### src/rtl/game_round_sequencer_pkg.sv
// game_round_sequencer_pkg: state encoding and default match configuration shared by the sequencer files.
package game_round_sequencer_pkg;
  localparam logic [1:0] GAME_ROUND_IDLE  = 2'd0;
  localparam logic [1:0] GAME_ROUND_PLAY  = 2'd1;
  localparam logic [1:0] GAME_ROUND_TALLY = 2'd2;
  localparam logic [1:0] GAME_ROUND_OVER  = 2'd3;
  localparam int ROUNDS_PER_MATCH_D = 8;
  localparam int W_SCORE_D          = 4;
  localparam int W_SPEED_D          = 3;
  localparam int SPEED_MIN_D        = 1;
  localparam int SPEED_MAX_D        = 6;
  localparam int LIVES_D            = 3;
endpackage

### src/rtl/game_round_sequencer_if.sv
// game_round_sequencer_if: player/round-master inputs and display/datapath outputs of the match sequencer.
// Carries lives_left only when GAME_ROUND_SEQUENCER_LIVES_EN is defined.
interface game_round_sequencer_if #(
  parameter int W_SCORE = 4,
  parameter int W_SPEED = 3
);
  logic               key;
  logic               round_done;
  logic               round_won;
  logic               round_enable;
  logic [W_SPEED-1:0] target_speed;
  logic [W_SCORE-1:0] score;
  logic [3:0]         round_count;
  logic               match_over;
  logic               match_won;
`ifdef GAME_ROUND_SEQUENCER_LIVES_EN
  logic [1:0]         lives_left;
  modport master (output key, round_done, round_won,
                  input  round_enable, target_speed, score, round_count, match_over, match_won, lives_left);
  modport slave  (input  key, round_done, round_won,
                  output round_enable, target_speed, score, round_count, match_over, match_won, lives_left);
`else
  modport master (output key, round_done, round_won,
                  input  round_enable, target_speed, score, round_count, match_over, match_won);
  modport slave  (input  key, round_done, round_won,
                  output round_enable, target_speed, score, round_count, match_over, match_won);
`endif
endinterface

### src/rtl/game_key_edge.sv
// game_key_edge: registered rising-edge detector for an already-synchronised key level.
module game_key_edge (
  input  logic clk,
  input  logic reset,
  input  logic key,
  output logic key_rise
);
  logic key_prev;
  always_ff @(posedge clk or posedge reset)
    if (reset) key_prev <= 1'b0;
    else key_prev <= key;
  assign key_rise = key & ~key_prev;
endmodule

### src/rtl/game_round_sequencer.sv
// game_round_sequencer: match-level FSM that counts rounds, keeps score and adapts target speed.
// Optional GAME_ROUND_SEQUENCER_LIVES_EN adds a lives counter that can end the match early.
module game_round_sequencer
  import game_round_sequencer_pkg::*;
#(
  parameter int ROUNDS_PER_MATCH = ROUNDS_PER_MATCH_D,
  parameter int W_SCORE          = W_SCORE_D,
  parameter int W_SPEED          = W_SPEED_D,
  parameter int SPEED_MIN        = SPEED_MIN_D,
`ifdef GAME_ROUND_SEQUENCER_LIVES_EN
  parameter int LIVES            = LIVES_D,
`endif
  parameter int SPEED_MAX        = SPEED_MAX_D
) (
  input logic clk,
  input logic reset,
  game_round_sequencer_if.slave bus
);
  localparam logic [W_SPEED-1:0] S_MIN = W_SPEED'(SPEED_MIN);
  localparam logic [W_SPEED-1:0] S_MAX = W_SPEED'(SPEED_MAX);
  localparam logic [3:0] R_LAST = 4'(ROUNDS_PER_MATCH);
  localparam int WC = W_SCORE + 1;
  logic [1:0] state;
  logic key_rise, won_q, en, over, mwon, ended, win_n;
  logic [W_SPEED-1:0] speed, speed_n;
  logic [W_SCORE-1:0] score, score_n;
  logic [3:0] count, count_n;
`ifdef GAME_ROUND_SEQUENCER_LIVES_EN
  logic [1:0] lives, lives_n;
  assign bus.lives_left = lives;
`endif

  game_key_edge u_key_edge (.clk(clk), .reset(reset), .key(bus.key), .key_rise(key_rise));

  // Results of the round being tallied; only committed in TALLY.
  always_comb begin
    count_n = count + 4'd1;
    score_n = (won_q && !(&score)) ? score + 1'b1 : score;
    speed_n = won_q ? (speed < S_MAX ? speed + 1'b1 : speed) : (speed > S_MIN ? speed - 1'b1 : speed);
    win_n = {score_n, 1'b0} > WC'(count_n);
`ifdef GAME_ROUND_SEQUENCER_LIVES_EN
    lives_n = won_q ? lives : lives - 2'd1;
    ended = count_n == R_LAST || lives_n == 2'd0;
    win_n = win_n && lives_n != 2'd0;
`else
    ended = count_n == R_LAST;
`endif
  end

  always_ff @(posedge clk or posedge reset) begin
    if (reset) begin
      state <= GAME_ROUND_IDLE;
      en    <= 1'b0;
      speed <= S_MIN;
      score <= '0;
      count <= '0;
      over  <= 1'b0;
      mwon  <= 1'b0;
      won_q <= 1'b0;
`ifdef GAME_ROUND_SEQUENCER_LIVES_EN
      lives <= 2'(LIVES);
`endif
    end else begin
      case (state)
        GAME_ROUND_IDLE:
          if (key_rise) begin
            state <= GAME_ROUND_PLAY;
            en    <= 1'b1;
            speed <= S_MIN;
            score <= '0;
            count <= '0;
`ifdef GAME_ROUND_SEQUENCER_LIVES_EN
            lives <= 2'(LIVES);
`endif
          end
        GAME_ROUND_PLAY:
          if (bus.round_done) begin
            state <= GAME_ROUND_TALLY;
            en    <= 1'b0;
            won_q <= bus.round_won;
          end
        GAME_ROUND_TALLY: begin
          count <= count_n;
          score <= score_n;
          speed <= speed_n;
`ifdef GAME_ROUND_SEQUENCER_LIVES_EN
          lives <= lives_n;
`endif
          state <= ended ? GAME_ROUND_OVER : GAME_ROUND_PLAY;
          en    <= !ended;
          over  <= ended;
          if (ended) mwon <= win_n;
        end
        GAME_ROUND_OVER:
          if (key_rise) begin
            state <= GAME_ROUND_IDLE;
            over  <= 1'b0;
          end
        default: state <= GAME_ROUND_IDLE;
      endcase
    end
  end

  assign bus.round_enable = en;
  assign bus.target_speed = speed;
  assign bus.score        = score;
  assign bus.round_count  = count;
  assign bus.match_over   = over;
  assign bus.match_won    = mwon;
endmodule

### src/flat_wrapper.sv
// flat-port wrapper written by rule: the top's interface ports become plain ports
module game_round_sequencer_flat import game_round_sequencer_pkg::*;
#(
  parameter int ROUNDS_PER_MATCH = ROUNDS_PER_MATCH_D,
  parameter int W_SCORE          = W_SCORE_D,
  parameter int W_SPEED          = W_SPEED_D,
  parameter int SPEED_MIN        = SPEED_MIN_D,

  parameter int SPEED_MAX        = SPEED_MAX_D
)
  (clk, reset, bus_key, bus_round_done, bus_round_won, bus_round_enable, bus_target_speed, bus_score, bus_round_count, bus_match_over, bus_match_won);
  game_round_sequencer_if #(.W_SCORE(W_SCORE), .W_SPEED(W_SPEED)) bus_i ();
  input logic clk;
  input logic reset;
  input wire logic [$bits(bus_i.key)-1:0] bus_key;
  input wire logic [$bits(bus_i.round_done)-1:0] bus_round_done;
  input wire logic [$bits(bus_i.round_won)-1:0] bus_round_won;
  output wire logic [$bits(bus_i.round_enable)-1:0] bus_round_enable;
  output wire logic [$bits(bus_i.target_speed)-1:0] bus_target_speed;
  output wire logic [$bits(bus_i.score)-1:0] bus_score;
  output wire logic [$bits(bus_i.round_count)-1:0] bus_round_count;
  output wire logic [$bits(bus_i.match_over)-1:0] bus_match_over;
  output wire logic [$bits(bus_i.match_won)-1:0] bus_match_won;
  assign bus_i.key = bus_key;
  assign bus_i.round_done = bus_round_done;
  assign bus_i.round_won = bus_round_won;
  assign bus_round_enable = bus_i.round_enable;
  assign bus_target_speed = bus_i.target_speed;
  assign bus_score = bus_i.score;
  assign bus_round_count = bus_i.round_count;
  assign bus_match_over = bus_i.match_over;
  assign bus_match_won = bus_i.match_won;
  game_round_sequencer #(.ROUNDS_PER_MATCH(ROUNDS_PER_MATCH), .W_SCORE(W_SCORE), .W_SPEED(W_SPEED), .SPEED_MIN(SPEED_MIN), .SPEED_MAX(SPEED_MAX)) u_core (.clk(clk), .reset(reset), .bus(bus_i));
endmodule
### config.mk
export PLATFORM = sky130hd
export DESIGN_NAME = game_round_sequencer_flat
export DESIGN_NICKNAME = d
export VERILOG_FILES = /design/src/rtl/game_round_sequencer_pkg.sv /design/src/rtl/game_round_sequencer_if.sv /design/src/rtl/game_key_edge.sv /design/src/rtl/game_round_sequencer.sv /design/src/flat_wrapper.sv
export SDC_FILE = /design/constraint.sdc
export NUM_CORES = 1
export LEC_CHECK = 0
export BUFFER_PORTS_ARGS = -buffer_cell sky130_fd_sc_hd__buf_2
export CAP_MARGIN = 20
export CORE_MARGIN = 2
export CORE_UTILIZATION = 40
export DETAILED_ROUTE_END_ITERATION = 10
export PLACE_DENSITY = 0.72
export SLEW_MARGIN = 0
export SYNTH_ARGS = -nofsm -noshare
export SYNTH_HDL_FRONTEND = slang
export SYNTH_SLANG_ARGS = --single-unit
### constraint.sdc
create_clock -name clk -period 2 [get_ports clk]
set_clock_uncertainty 0.05 [all_clocks]
set_input_delay 0.2 -clock clk [delete_from_list [all_inputs] [get_ports clk]]
set_output_delay 0.2 -clock clk [all_outputs]
set_load 0.01 [all_outputs]
---- Word-level counts from Yosys, hierarchy flattened ----
Cells that the tools add are included.
storage, ports and cells
  register bits after elaboration ......... 18
  logic and storage cells ................. 61
  input port bits ......................... 5
  output and inout port bits .............. 14
operators by class
  muxes and demuxes ....................... 19
  reductions and logical operators ........ 15
  bitwise logic cells ..................... 2
  equality and inequality tests ........... 9
  $add $sub $neg .......................... 4
  magnitude comparators ................... 3
operators with widths
  cell                                                                              number
  4-bit one-hot mux with 2 select lines                                             2
  3-bit two-way mux                                                                 4
  4-bit by 1-bit adder with 4-bit output (second input constant)                    2
  2-bit two-way mux                                                                 4
  4-bit two-way mux                                                                 2
  2-bit one-hot mux with 4 select lines                                             1
  2-bit AND reduction                                                               4
  4-bit AND reduction                                                               2
  3-bit one-hot mux with 2 select lines                                             1
  3-bit AND reduction                                                               2
  5-bit by 4-bit greater-than comparator with 1-bit output                          1
  2-bit == test (second input constant)                                             2
  4-bit == test (second input constant)                                             1
  2-bit by 1-bit != test with 1-bit output (second input constant)                  2
  2-bit nonzero test                                                                2
  3-bit by 1-bit adder with 3-bit output (second input constant)                    1
  3-bit by 1-bit greater-than comparator with 1-bit output (second input constant)  1
  3-bit < comparator (second input constant)                                        1
  1-bit two-way mux                                                                 3
  3-bit by 1-bit != test with 1-bit output (second input constant)                  1
  3-bit != test (second input constant)                                             1
  1-bit one-hot mux with 3 select lines                                             1
  3-bit nonzero test                                                                1
  3-bit by 1-bit subtractor with 3-bit output (second input constant)               1
  8 further kinds                                                                   9

---- Logic depth before layout (Yosys ltp) ----
  depth in word-level cells ............... 5
  mapped depth ............................ 10
  mapped depth without buffers ............ 10

---- Modules after synthesis ----
Synthesis repeated with hierarchy kept, for this count alone.
second synthesis, totals
  cell total of the unflattened synthesis .. 115
  area total of the unflattened synthesis .. 1,121.1 um^2
by module, submodules not included
  module                cells an instance  instances  area an instance (um^2)  seq. area each (um^2)
  game_round_sequencer  112                1          1,078.5                  426.7
  game_key_edge         3                  1          42.5                     25.0

---- Least setup slack after synthesis ----
Ideal clock, no wire load.
  kind .................................... register -> register
  from .................................... reg u_core.score[0] (netlist: u_core.bus.score[0])
  to ...................................... reg u_core.mwon (netlist: u_core.bus.match_won)
  buffers on the path ..................... 0
  slack ................................... -0.137 ns
  stages on the path, launching flop included .. 11
  arrival time ............................ 1.962 ns
  library setup time ...................... 0.125 ns
  required time ........................... 1.825 ns
  cell sequence ........................... dfrtp_1 ha_1 nand3_1 nand2_1 nand2_1 o21ai_0 ha_1 a21o_1 a21oi_1 o21ai_1 mux2_4
between the ends
  longest elaborated chain between the ends .. 5
  elaborated cells between the ends (all ways) .. 6
  those cells by class .................... add/sub (1); order compare (1); mux (1); reduce/logical (3)
RTL lines
  what                                                                                            line                        text
  start: declaration                                                                              game_round_sequencer.sv:26  logic [W_SCORE-1:0] score, score_n;
  start signal: assignment                                                                        game_round_sequencer.sv:84  score <= score_n;
  parallel branches: the longest is 3 deep, another holds 4-bit by 1-bit adder with 4-bit output  --
  4-bit two-way mux (*)                                                                           game_round_sequencer.sv:38  score_n = (won_q && !(&score)) ? score + 1'b1 : score;
  5-bit by 4-bit greater-than comparator with 1-bit output (*)                                    game_round_sequencer.sv:40  win_n = {score_n, 1'b0} > WC'(count_n);
  end signal: assignment                                                                          game_round_sequencer.sv:92  if (ended) mwon <= win_n;
  end: declaration                                                                                game_round_sequencer.sv:24  logic key_rise, won_q, en, over, mwon, ended, win_n;
Every way passes the cells marked *.
A chain may end at the register's enable or synchronous reset.

---- Final worst setup path ----
  from .................................... reg u_core.score[1] (netlist: u_core.bus.score[1])
  to ...................................... reg u_core.mwon (netlist: u_core.bus.match_won)
The elaborated chain is that of the path after synthesis.

==> results.yml <==
synth:
  yosys_warnings: 0
  syn_inst: 110
  synthAdderAreaFrac: 0.0910
  synth_cell_types: 38
  synth_flop_cell: "dfrtp_1"
  synth_xor_area_frac: 0.0398
  seq_area_frac_synth: 0.411
  synth_top_family_by_area: "compound AO/OA/AOI/OAI gates"
  synth_mux_area_frac: 0.0614
  synth_area_per_cell_um2: 10.0
  synthesis.nets: 123
  synth-edff-count: 0
  synth.ff_latch_count: 18
  syn_area_mm2: 0.00110
  synth-compound-area-share: 0.196
  synth-simple-area-share: 0.155
  synthArstFlopShare: 1.00
placed_design:
  portBuffers: 18
  place_inst: 165
  post_dp_cell_area_mm2: 0.00130
  gp_congestion: 0.751
  place_hpwl_mm: 1.81
timing:
  slew_headroom: 0.534
  tns_ns: 0
  worstMarginPinSlew_ns: 0.699
  fmax_mhz: 506
  final-setup-viol-count: 0
  rsz0062_at_grt: "true"
  hold_viol_final: 0
  fin_crit_ns: 1.98
  maxSlewViolCount: 0
  fin_crit_sh: 0.988
clock_tree:
  clk_pin_slew_ns: 0.11
  h-tree-depth: 1
  cts.sinks: 18
  numCtsBuffers: 3
  clock_latency_ns: 0.29
  clockBufferDepth: 2
  root_buffer: "clkbuf_4"
  cts_tree: "done"
flow_run:
  cap_violations: 0
global_routing:
  grt_pass1_wl_mm: 3.92
  antenna_found_initial: 0
  grt-ovfl-total: 0
  grt_pass1_vias: 854
  grt_max_degree: 19
  grt_usage: 0.159
pwr:
  pwr-share-clk: 0.118
  p_int_uw: 1120
  seq_power_share: 0.324
  ir_drop_v: 0.000862
  netSwitchingPower_uw: 828
  power_uw: 1950
  leakagePower_uw: 0.000683
  swShare: 0.426
  power_density_mw_per_mm2: 1380
  comb_power_share: 0.559
drt:
  drt_iter0_drc: 35
  route.vias.total: 895
  drc: 0
  routed_wl_mm: 2.41
  avgViaCountPerCell: 5.17
  wl_per_cell_um: 13.9
  drtPass1Iterations: 4
  antenna_left: 0
worst_hold_path:
  hold_path.class: "in -> reg"
  holdPathStages: 2
die:
  start_util: 0.409
  pin_count: 19
  die-height_um: 56.4
  std_cell_rows: 19
  die_w_um: 56.4
  die_area_mm2: 0.00318
  design.core.area_mm2: 0.00269
finish:
  area_growth_pct: 27.9
  fin_util: 0.524
  fillers: 254
  design_area_mm2: 0.00141
  instances_no_fill: 173
  antennaDiodeCount: 0
  multi_input_area_um2: 651
  area.sequential_um2: 454
  fin_nets: 156
  drive_above_1_share: 0.380
setup_path:
  critical_path.max_fanout: 4
  critPathRequiredTime_ns: 2.14
  worstSetupEndpointType: "flop"
  crit_chain: "ha_4 > nand3_4 > nand2_4 > buf_6 > xnor2_2 > ha_2 > and4_1 > o21ai_1 > mux2_4"
  criticalPathCategory: "reg -> reg"
  cp.arrival_ns: 2.12
  rr_worst_depth: 9
  cp-start-kind: "flop"
  cpPeakStageDelay_ns: 0.45
  cp_slowest_cell: "dfrtp_2"
run_status:
  status: "complete, no violations"
[what timing repair did]
action                                  4_1_cts  5_1_grt
pin swaps                                     7        4
hold buffers                                  2        0
endpoints found under the setup margin        1        1
hold endpoints to repair                     18        0
resized for setup                             2        7
setup buffers                                 2        0
[per-layer routing]
metal	share of wire	vias up	wire length [um]	track usage
met5	0	-	0	0
met4	0.017	0	40	0.0714
met3	0.032	4	76	0.0138
met2	0.52	19	1250	0.282
met1	0.43	418	1040	0.192
li1	-	454	-	-
[power by group through the flow]
stage | sequential [uW] | clock (uW) | combinational [uW]
after CTS | 624 | 236 | 1050
after detailed placement | 632 | 0 | 1020
after floorplan | 674 | 0 | 636
after global placement | 619 | 0 | 958
final | 630 | 229 | 1090
after global routing | 648 | 248 | 1220
[flip-flops by register name, indices dropped and copies added (netlist names)]
register,count
u_core.bus.round_count,4
u_core.bus.score,4
u_core.bus.target_speed,3
u_core.state,2
u_core.bus.match_over,1
u_core.bus.match_won,1
u_core.bus.round_enable,1
u_core.u_key_edge.key_prev,1
u_core.won_q,1
[cell usage after synthesis (2+ instances only)]
master,instances,area [um2]
o21bai_1,2,15.0
inv_1,7,26.3
and2_1,2,12.5
mux2i_1,3,30.0
o21ai_0,9,45.0
o22ai_1,2,12.5
o31ai_1,3,22.5
dfrtp_1,17,425
xnor2_1,2,17.5
a22o_1,2,17.5
xor2_1,3,26.3
ha_1,8,100
nand3_1,4,20.0
mux2_2,2,22.5
a21oi_1,6,30.0
nor2_1,4,15.0
a21o_1,2,15.0
nand2_1,12,45.0
[cell type report]
cell class,count,share of cell area
repair buffers,31,0.140
inverters,8,0.0214
clock buffers,4,0.0258
flip-flops and latches,18,0.323
multi-input cells,81,0.463
well taps,31,0.0276
[path summary, 6_finish.rpt]
path / end / slack, ns / from
max: u_core.bus.match_won$_DFFE_PP0P_ / 0.02 / u_core.bus.score[1]$_DFFE_PP0P_
min: u_core.state[0]$_DFFE_PP0P_ / 0.07 / bus_round_done
max reg2reg: u_core.bus.match_won$_DFFE_PP0P_ / 0.02 / u_core.bus.score[1]$_DFFE_PP0P_
min reg2reg: u_core.bus.match_over$_DFFE_PP0P_ / 0.46 / u_core.bus.match_over$_DFFE_PP0P_
max in group asynchronous: u_core.bus.score[1]$_DFFE_PP0P_ / 0.92 / reset
min in group asynchronous: u_core.u_key_edge.key_prev$_DFF_PP0_ / 0.50 / reset
[critical path: cells and delay by family, from the launching register on]
| kind | cells | cell delay [ns] |
|---|---|---|
| fa+ha+maj | 2 | 0.49 |
| flops | 1 | 0.45 |
| simple gates | 3 | 0.29 |
| mux | 1 | 0.26 |
| buf+inv | 1 | 0.14 |
| xor+xnor | 1 | 0.12 |
| compound gates | 1 | 0.07 |
[cell usage in the layout, fill, tap and decap left out, drive strengths merged, types with 2 or more instances in the layout]
| master | count |
|---|---|
| a21o | 2 |
| o21ai | 11 |
| nand2 | 12 |
| dlygate4sd3 | 2 |
| clkbuf | 4 |
| nor2b | 2 |
| a21oi | 6 |
| mux2i | 3 |
| a22o | 2 |
| nor2 | 5 |
| o22ai | 2 |
| o31ai | 3 |
| dfrtp | 17 |
| and2 | 2 |
| nand3 | 4 |
| buf | 29 |
| mux2 | 3 |
| o21bai | 2 |
| inv | 8 |
| xnor2 | 2 |
| xor2 | 3 |
| ha | 8 |
[cell families after synthesis]
kind of cell,count (synthesis)
XOR/XNOR,5
adder cells (fa/ha/maj),8
AO/OA/AOI/OAI,32
multiplexers,6
buffers and inverters,11
AND/OR/NAND/NOR,30
flip-flops,18
[metrics by stage]
stage               setup slack (ns)  hold slack (ns)
CTS                          0.00641           0.0529
floorplan                    0.00687           0.0877
detailed placement           -0.0829            0.269
global placement              0.0331            0.269
global route                 -0.0633           0.0607
finish                        0.0244           0.0686
No activity file was read; power rests on OpenSTA's default activity.
